<file path="src/rtl/sdram_egress_sched.sv">
// SDRAM egress scheduler: picks a non-empty egress queue, pops its address
// word, issues one burst command, then streams write data from the same queue
// or steers returned read beats into the matching ingress queue.
// One transaction in flight at a time.
// Build option: define SDRAM_SCHED_RR_EN for round-robin arbitration; when it
// is undefined the lowest-index non-empty queue always wins.
module sdram_egress_sched #(
    parameter int nr_of_wb_ports = 3,
    parameter int adr_width      = 30
) (
    input  logic                        sdram_clk,
    input  logic                        sdram_rst,
    input  logic [0:nr_of_wb_ports-1]   sdram_fifo_empty,
    output logic                        sdram_fifo_rd_adr,
    output logic                        sdram_fifo_rd_data,
    output logic [0:nr_of_wb_ports-1]   sdram_fifo_re,
    input  logic [35:0]                 sdram_dat_i,
    output logic                        cmd_valid,
    input  logic                        cmd_ready,
    output logic [adr_width-1:0]        cmd_adr,
    output logic                        cmd_we,
    output logic [4:0]                  cmd_len,
    output logic                        wr_valid,
    input  logic                        wr_ready,
    output logic [31:0]                 wr_dat,
    output logic [3:0]                  wr_sel,
    input  logic                        rd_valid,
    input  logic [31:0]                 rd_dat,
    output logic                        sdram_fifo_wr,
    output logic [0:nr_of_wb_ports-1]   sdram_fifo_we,
    output logic [31:0]                 sdram_dat_o,
    output logic                        busy
);

    localparam int GW = (nr_of_wb_ports > 1) ? $clog2(nr_of_wb_ports) : 1;

    typedef enum logic [3:0] {
        IDLE, POP, CAP, CMD, WPOP, WCAP, WBEAT, RDATA, DONE
    } state_t;

    state_t                      state, state_nxt;
    logic [GW-1:0]               grant;
    logic [GW-1:0]               arb_g;
    logic                        arb_hit;
    logic [4:0]                  cnt;
    logic [0:nr_of_wb_ports-1]   pop_re;
    logic                        wpop_fire;
    logic                        ing_wr;

    function automatic logic [0:nr_of_wb_ports-1] onehot(input logic [GW-1:0] idx);
        for (int i = 0; i < nr_of_wb_ports; i++) onehot[i] = (idx == GW'(i));
    endfunction

    // Wrap bursts use the bte length; classic and end-of-burst cycles are single beats.
    function automatic logic [4:0] burst_len(input logic [1:0] bte, input logic [2:0] cti);
        if (cti == 3'b000 || cti == 3'b111) return 5'd1;
        case (bte)
            2'b00:   return 5'd1;
            2'b01:   return 5'd4;
            2'b10:   return 5'd8;
            default: return 5'd16;
        endcase
    endfunction

`ifdef SDRAM_SCHED_RR_EN
    logic [GW-1:0] last_g;

    // Round-robin: search begins one past the port served last.
    always_comb begin
        int idx;
        arb_g   = '0;
        arb_hit = 1'b0;
        idx     = 0;
        for (int k = 1; k <= nr_of_wb_ports; k++) begin
            idx = (int'(last_g) + k) % nr_of_wb_ports;
            if (!arb_hit && !sdram_fifo_empty[idx]) begin
                arb_hit = 1'b1;
                arb_g   = GW'(idx);
            end
        end
    end

    // Remember the served port; reset points at the top port so port 0 wins first.
    always_ff @(posedge sdram_clk or negedge sdram_rst) begin
        if (!sdram_rst) last_g <= GW'(nr_of_wb_ports - 1);
        else if (state == DONE) last_g <= grant;
    end
`else
    // Fixed priority: descending scan leaves the lowest non-empty index.
    always_comb begin
        arb_g   = '0;
        arb_hit = 1'b0;
        for (int i = nr_of_wb_ports - 1; i >= 0; i--) begin
            if (!sdram_fifo_empty[i]) begin
                arb_hit = 1'b1;
                arb_g   = GW'(i);
            end
        end
    end
`endif

    // Next-state decode; the data pop fires in WPOP as soon as the queue has a word.
    always_comb begin
        state_nxt = state;
        wpop_fire = 1'b0;
        case (state)
            IDLE:  if (arb_hit) state_nxt = POP;
            POP:   state_nxt = CAP;
            CAP:   state_nxt = CMD;
            CMD:   if (cmd_ready) state_nxt = cmd_we ? WPOP : RDATA;
            WPOP:  if (!sdram_fifo_empty[grant]) begin
                       wpop_fire = 1'b1;
                       state_nxt = WCAP;
                   end
            WCAP:  state_nxt = WBEAT;
            WBEAT: if (wr_ready) state_nxt = (cnt == 5'd1) ? DONE : WPOP;
            RDATA: if (rd_valid && cnt == 5'd1) state_nxt = DONE;
            DONE:  state_nxt = IDLE;
            default: state_nxt = IDLE;
        endcase
    end

    assign ing_wr             = (state == RDATA) && rd_valid;
    assign sdram_fifo_rd_data = wpop_fire;
    assign sdram_fifo_re      = pop_re | (wpop_fire ? onehot(grant) : '0);

    // State, registered Moore outputs, captured command/data and beat counter.
    always_ff @(posedge sdram_clk or negedge sdram_rst) begin
        if (!sdram_rst) begin
            state             <= IDLE;
            grant             <= '0;
            cnt               <= '0;
            pop_re            <= '0;
            sdram_fifo_rd_adr <= 1'b0;
            cmd_valid         <= 1'b0;
            cmd_adr           <= '0;
            cmd_we            <= 1'b0;
            cmd_len           <= '0;
            wr_valid          <= 1'b0;
            wr_dat            <= '0;
            wr_sel            <= '0;
            sdram_fifo_wr     <= 1'b0;
            sdram_fifo_we     <= '0;
            sdram_dat_o       <= '0;
            busy              <= 1'b0;
        end else begin
            state             <= state_nxt;
            busy              <= (state_nxt != IDLE);
            cmd_valid         <= (state_nxt == CMD);
            wr_valid          <= (state_nxt == WBEAT);
            sdram_fifo_rd_adr <= (state_nxt == POP);
            pop_re            <= (state == IDLE && arb_hit) ? onehot(arb_g) : '0;
            if (state == IDLE && arb_hit) grant <= arb_g;
            if (state == CAP) begin
                cmd_adr <= sdram_dat_i[6 +: adr_width];
                cmd_we  <= sdram_dat_i[5];
                cmd_len <= burst_len(sdram_dat_i[4:3], sdram_dat_i[2:0]);
                cnt     <= burst_len(sdram_dat_i[4:3], sdram_dat_i[2:0]);
            end
            if (state == WCAP) begin
                wr_sel <= sdram_dat_i[35:32];
                wr_dat <= sdram_dat_i[31:0];
            end
            if ((state == WBEAT && wr_ready) || ing_wr) cnt <= cnt - 5'd1;
            // Read beats land in the ingress queue one cycle after the engine offers them.
            sdram_fifo_wr <= ing_wr;
            sdram_fifo_we <= ing_wr ? onehot(grant) : '0;
            if (ing_wr) sdram_dat_o <= rd_dat;
        end
    end

endmodule

</file>
<file path="config.mk">
export PLATFORM = sky130hd
export DESIGN_NAME = sdram_egress_sched
export DESIGN_NICKNAME = d
export VERILOG_FILES = /design/src/rtl/sdram_egress_sched.sv
export SDC_FILE = /design/constraint.sdc
export NUM_CORES = 1
export LEC_CHECK = 0
export CORE_ASPECT_RATIO = 0.7
export CORE_UTILIZATION = 44
export CTS_CLUSTER_SIZE = 30
export DETAILED_ROUTE_END_ITERATION = 8
export PLACE_DENSITY = 0.81
export SYNTH_ARGS = -nofsm -noshare
export SYNTH_HDL_FRONTEND = slang
export SYNTH_SLANG_ARGS = --single-unit
</file>
<file path="constraint.sdc">
create_clock -name sdram_clk -period 2.5 [get_ports sdram_clk]
set_input_delay 0.25 -clock sdram_clk [delete_from_list [all_inputs] [get_ports sdram_clk]]
set_output_delay 0.25 -clock sdram_clk [all_outputs]
set_load 0.02 [all_outputs]
</file>
Yosys cells after proc, flatten, opt, wreduce, memory -nomap -nowiden
Cells that the tools add are included.

cells by class
  add/subtract/negate cells = 1
  order comparisons = 1
  equality and inequality tests = 18
  mux-type cells = 29
  bitwise gates (word level) = 2
  reduce and logical (&&, ||, !) cells = 13

operator list
  operator                                          number
  case mux 4 bit (8 select lines)                   1
  2-to-1 mux 4 bit                                  6
  == test 4 x 3 -> 1 bit, second input constant     5
  2-to-1 mux 5 bit                                  4
  case mux 5 bit (3 select lines)                   1
  == test 4 x 2 -> 1 bit, second input constant     3
  2-to-1 mux 1 bit                                  9
  2-to-1 mux 3 bit                                  3
  == test 4 x 1 -> 1 bit, second input constant     2
  2-to-1 mux 2 bit                                  4
  == test 2 x 1 -> 1 bit, second input constant     3
  == test 2 bit, second input constant              3
  zero test 2 bit                                   3
  == test 5 x 1 -> 1 bit, second input constant     1
  subtractor 5 x 1 -> 5 bit, second input constant  1
  logical AND 1 bit                                 4
  zero test 4 bit                                   1
  nonzero test 4 bit                                1
  == test 3 bit, second input constant              1
  >= comparator 3 bit, second input constant        1
  zero test 3 bit                                   1
  inverter 2 -> 3 bit                               1
  OR 3 bit                                          1
  binary-select mux 1 bit (select 2 bit)            1
  other kinds (2)                                   3

word-level totals
  bits in registers = 126
  bits of input ports = 76
  output and inout bits = 116
  logic and storage cells = 80

Longest topological paths before layout
  word-level depth = 8
  gate-level depth with buffers = 6
  depth with buffers taken out = 6

Worst setup path before layout
Ideal clock, no wire load.

  path type = flip-flop to flip-flop
  start = register state[0]
  end = register cnt[4]
  setup time = 0.124 ns
  arrival = 1.610 ns
  required time = 2.376 ns
  path slack = 0.766 ns
  cell stages (with the launch flop) = 5
  buffers on the path = 1
  clock period less this slack = 1.734 ns
  cell sequence = dfrtp_1 -> buf_4 -> or4b_4 -> mux2_2 -> a211o_1

between the ends
  longest elaborated chain between the ends = 4
  elaborated cells between the ends (all ways) = 8
  those cells by class = eq/ne (3); mux (1); reduce/logical (4)

ends and longest elaborated chain
  item                                                           line      RTL
  start, declared                                                41        state_t state, state_nxt;
  start signal, assigned                                         147       state <= state_nxt;
  == test 4 x 3 -> 1 bit (on tied branches)                      164, 123
  logical AND 1 bit (on tied branches)                           164, 123
  logical OR 1 bit                                               164       if ((state == WBEAT && wr_ready) || ing_wr) cnt <= cnt - 5'd1;
  2-to-1 mux 5 bit / nonzero test 2 bit (equally long branches)  -
  end signal, assigned                                           158       cnt <= burst_len(sdram_dat_i[4:3], sdram_dat_i[2:0]);
  end signal, assigned                                           164
  end, declared                                                  45        logic [4:0] cnt;

Parallel ways exist; a longest one is shown, timed or not.
A chain may end at the register's enable or synchronous reset.

Worst setup path after layout
  start = register state[3]
  end = output sdram_fifo_re[1] (netlist bit)

between the ends
  longest elaborated chain between the ends = 4

ends and longest elaborated chain
  item                    line  RTL
  == test 4 x 3 -> 1 bit  106   case (state)
  2-to-1 mux 1 bit        106
  2-to-1 mux 3 bit        125   assign sdram_fifo_re = pop_re | (wpop_fire ? onehot(grant) : '0);
  OR 3 bit                125
  end, declared           16    output logic [0:nr_of_wb_ports-1] sdram_fifo_re,

No other way between the ends.

==> results_tabular.tex <==
\begin{tabular}{lr}
\hline
Metric & Value \\
\hline
\multicolumn{2}{l}{\textbf{Status}} \\
Outcome & finished, final reports clean \\
\multicolumn{2}{l}{\textbf{Yosys}} \\
Async set-reset flop share out of synthesis & between 90\% and 100\% \\
Synth top area share & 63.5\% \\
Leading area contributor after synthesis & sky130\_fd\_sc\_hd\_\_dfrtp\_1 \\
Count of warnings emitted by yosys & 0 \\
Number of flops mapped to enable cells by yosys & 0 \\
Post-synthesis cell count & 395 \\
Flop and latch count out of synthesis & approximately 130 \\
Synth Flop Type & sky130\_fd\_sc\_hd\_\_dfrtp\_1 \\
Nets in the synthesized netlist & 473 \\
Proportion of synthesized chip area in sequential cells & 63.5\% \\
Synth unique cells & 44 \\
Avg Inst Size Synth & 12.5 um2 \\
Synth Cell Area & 0.00493 mm2 \\
Largest cells by area after synthesis & sky130\_fd\_sc\_hd\_\_dfrtp\_1 (63\%), sky130\_fd\_sc\_hd\_\_mux2\_2 (16\%), sky130\_fd\_sc\_hd\_\_nand2\_1 (7.8\%) \\
\multicolumn{2}{l}{\textbf{Clock tree}} \\
H-tree lvl count & 4 \\
Root buffer selected by CTS & sky130\_fd\_sc\_hd\_\_clkbuf\_16 \\
Clock latency on the worst-skew pair & 0.41 ns \\
Number of CTS-inserted buffers & 17 \\
Number of sinks on the clock net & approximately 130 \\
Clock tree from TritonCTS & yes \\
Max Buffers Root-to-Sink & 2 \\
Clock input transition at the sequential cells of the worst setup and hold paths & 0.06 ns \\
\multicolumn{2}{l}{\textbf{Global routing}} \\
GR Util All Layers & between 20\% and 30\% \\
Met1 track utilization from global routing & $\sim$29\% \\
Most crowded layer after global routing & met2 \\
Pin count of the biggest net entering global routing & 53 \\
Total overflow reported by the global router & 0 \\
Wire length of the first global-routing pass & 21100 um \\
Global Route met2 Usage & 38.6\% \\
Number of global-route vias before repair & 3964 \\
Grt met3 use & 10.5\% \\
Antenna violations before repair & 0 \\
\multicolumn{2}{l}{\textbf{Timing}} \\
Setup TNS Final & 0 ns \\
Final Hold Fails & 0 \\
Final period demand of the worst path & 2.23 ns \\
Setup-violating endpoint count in the final report & 0 \\
Highest Clock Rate & $\sim$450 MHz \\
Final Max Tran Viols & 0 \\
RSZ-0062 raised after global routing & no \\
Ratio of final minimum period to clock period & 89.2\% \\
Worst-case clock skew & 0.00589 ns \\
Transition time of the tightest slew-check pin & roughly 0.53 ns \\
Relative slew slack & roughly 65\% \\
\multicolumn{2}{l}{\textbf{Critical path}} \\
Largest fanout on the critical path & 8 \\
Worst path top cell family by delay & flip-flops \\
Start-to-end type of the worst setup path & reg2out \\
Crit path required time & 2.25 ns \\
Total buffers and inverters traversed by the critical path & 1 \\
CP Cell Sequence & nor4b\_2, o221a\_2, a31o\_2, dlygate4sd2\_1 \\
Kind of end point of the critical path & output pin \\
Worst path arrival time & 1.98 ns \\
Critical path's slowest cell & sky130\_fd\_sc\_hd\_\_dfrtp\_2 \\
Critical Path Start Type & register \\
Worst stage delay on the critical path & 0.48 ns \\
\multicolumn{2}{l}{\textbf{Routing}} \\
First-pass detailed-route iteration total & 4 \\
Final WL & roughly 13000 um \\
Vias after detailed routing & 3763 \\
DRC Markers & 0 \\
DRC marker count from the first detailed-route iteration & 126 \\
Avg WL per Cell & 17.6 um \\
Remaining number of nets flagged by the antenna check after routing & 0 \\
Average via count per standard cell & 4.94 \\
\multicolumn{2}{l}{\textbf{Floorplanning}} \\
Die outline area & 0.0116 mm2 \\
Number of top-level design ports & 192 \\
Die height & 90.6 um \\
Initial Utilization & 46.4\% \\
CORE AREA & about 0.011 mm2 \\
Row count & 31 \\
Die Wd & 129 um \\
\multicolumn{2}{l}{\textbf{Final layout}} \\
Fill cell count & 722 \\
Total inserted antenna cells & 0 \\
Nets@finish & 678 \\
Layout cells sized above 1 & a little over a fifth \\
Highest-count cells in the layout ignoring fill and taps & sky130\_fd\_sc\_hd\_\_clkdlybuf4s50\_1 (185), sky130\_fd\_sc\_hd\_\_dfrtp\_1 (123), sky130\_fd\_sc\_hd\_\_nand2\_1 (102) \\
Final design area excluding fillers & 0.00775 mm2 \\
Most common cell after layout, fill and taps aside & sky130\_fd\_sc\_hd\_\_clkdlybuf4s50\_1 \\
Area added between synthesis and finish & 57.2\% \\
\multicolumn{2}{l}{\textbf{Placement}} \\
DP HPWL & roughly 9400 um \\
IO Port Bufs & 190 \\
GP Congestion & 0.786 \\
Area after DPL & 0.00703 mm2 \\
\multicolumn{2}{l}{\textbf{Pwr}} \\
IR Drop Worst-Case VDD & 0.819 mV \\
PD cells & 1480 mW/mm2 \\
Leakage power of the design & 3.53 nW \\
Total power after layout & 0.0115 W \\
\multicolumn{2}{l}{\textbf{Worst hold path}} \\
Type of the tightest min-delay check & in2async \\
\multicolumn{2}{l}{\textbf{Job}} \\
Max-cap violations & 0 \\
\hline
\end{tabular}
[routing by layer]
metal | vias to the layer above | wire [um] | share of wire [%]
met5 | - | 0 | 0
met4 | 0 | 202 | 1.5
met3 | 19 | 1430 | 11
met2 | 160 | 6210 | 46
met1 | 1835 | 5540 | 41
li1 | 1749 | - | -
[state kept, by name, indices dropped and copies added, names as in the netlist]
register           flops
cmd_adr               30
cnt                    5
cmd_len                4
sdram_fifo_we          3
cmd_we                 1
state                  4
sdram_dat_o           32
wr_dat                32
wr_sel                 4
cmd_valid              1
sdram_fifo_wr          1
wr_valid               1
pop_re                 3
sdram_fifo_rd_adr      1
grant                  2
busy                   1
[worst register-to-register path: stages, from the launching register on]
cell and delay, ns:
sky130_fd_sc_hd__dfrtp_1 0.41, sky130_fd_sc_hd__inv_1 0.10, sky130_fd_sc_hd__ha_1 0.14, sky130_fd_sc_hd__nor4b_2 0.31, sky130_fd_sc_hd__a211oi_1 0.15, sky130_fd_sc_hd__or3_1 0.36, sky130_fd_sc_hd__or3b_1 0.38
[per-stage QoR]
stage / hold slack, ns / cells / worst slack, ns / util [%]
3_5_place_dp: 0.274 / 726 / 0.218 / 66.2
2_1_floorplan: -0.0456 / 395 / 0.766 / -
4_1_cts: 0.367 / 761 / 0.00543 / 72.9
5_1_grt: 0.399 / 761 / 0.213 / 72.9
6_report: 0.361 / 761 / 0.269 / 72.9
3_3_place_gp: 0.257 / 726 / 0.279 / 66.2
[Yosys cell counts (all sizes together), types with 3 or more instances]
| master | n |
|---|---|
| buf | 13 |
| nand3 | 4 |
| or3b | 3 |
| mux2i | 3 |
| inv | 8 |
| a31oi | 3 |
| o21ai | 3 |
| clkbuf | 5 |
| or3 | 4 |
| mux2 | 69 |
| nand2 | 102 |
| dfrtp | 125 |
| nor2 | 11 |
| nor4b | 3 |
| nand2b | 3 |
| a31o | 3 |
| nor3 | 4 |
[report_power, final]
| part | internal [W] | switching (W) |
|---|---|---|
| clock | 0.00197 | 0.000882 |
| sequential | 0.00298 | 0.000560 |
| combinational | 0.00257 | 0.00250 |
[cells by family after synthesis]
kind of cell	synth area share, %
compound gates	3.58
simple gates	13.6
mux	16.4
fa+ha+maj	0.508
buf+inv	2.46
other cells	0.0761
flops	63.5
[path summary, 6_finish.rpt]
kind / from / endpoint / slack [ns] / cells past startpoint
min in group sdram_clk: sdram_dat_i[10] / cmd_adr[4] / 0.39 / 3
worst min register to register: cmd_len[0] / cmd_len[0] / 0.47 / 2
worst max-delay path: state[3] / sdram_fifo_re[1] / 0.27 / 4
worst max register to register: cnt[1] / busy / 0.54 / 6
worst min-delay path: sdram_rst / wr_dat[12] / 0.36 / 2
max in group asynchronous: sdram_rst / sdram_dat_o[30] / 1.30 / 3
[final cells by class]
class                           instances  area (um2)  share of cell area, %
Clock inverter                         12         241                   3.12
Multi-Input combinational cell        244        1700                   21.9
Timing Repair Buffer                  204        2030                   26.1
Tap cell                              148         185                   2.39
Sequential cell                       125        3130                   40.4
Clock buffer                           20         437                   5.63
Inverter                                8        30.0                  0.387
[timing repair]
action / CTS / global route
hold buffers: 1 / 0
pin swaps: 0 / 0
setup buffers: 2 / 0
setup endpoints to repair: 4 / 3
resized for setup: 4 / 3
hold endpoints to repair: 38 / 0
Note: power is estimated with default switching activity, not from simulation.
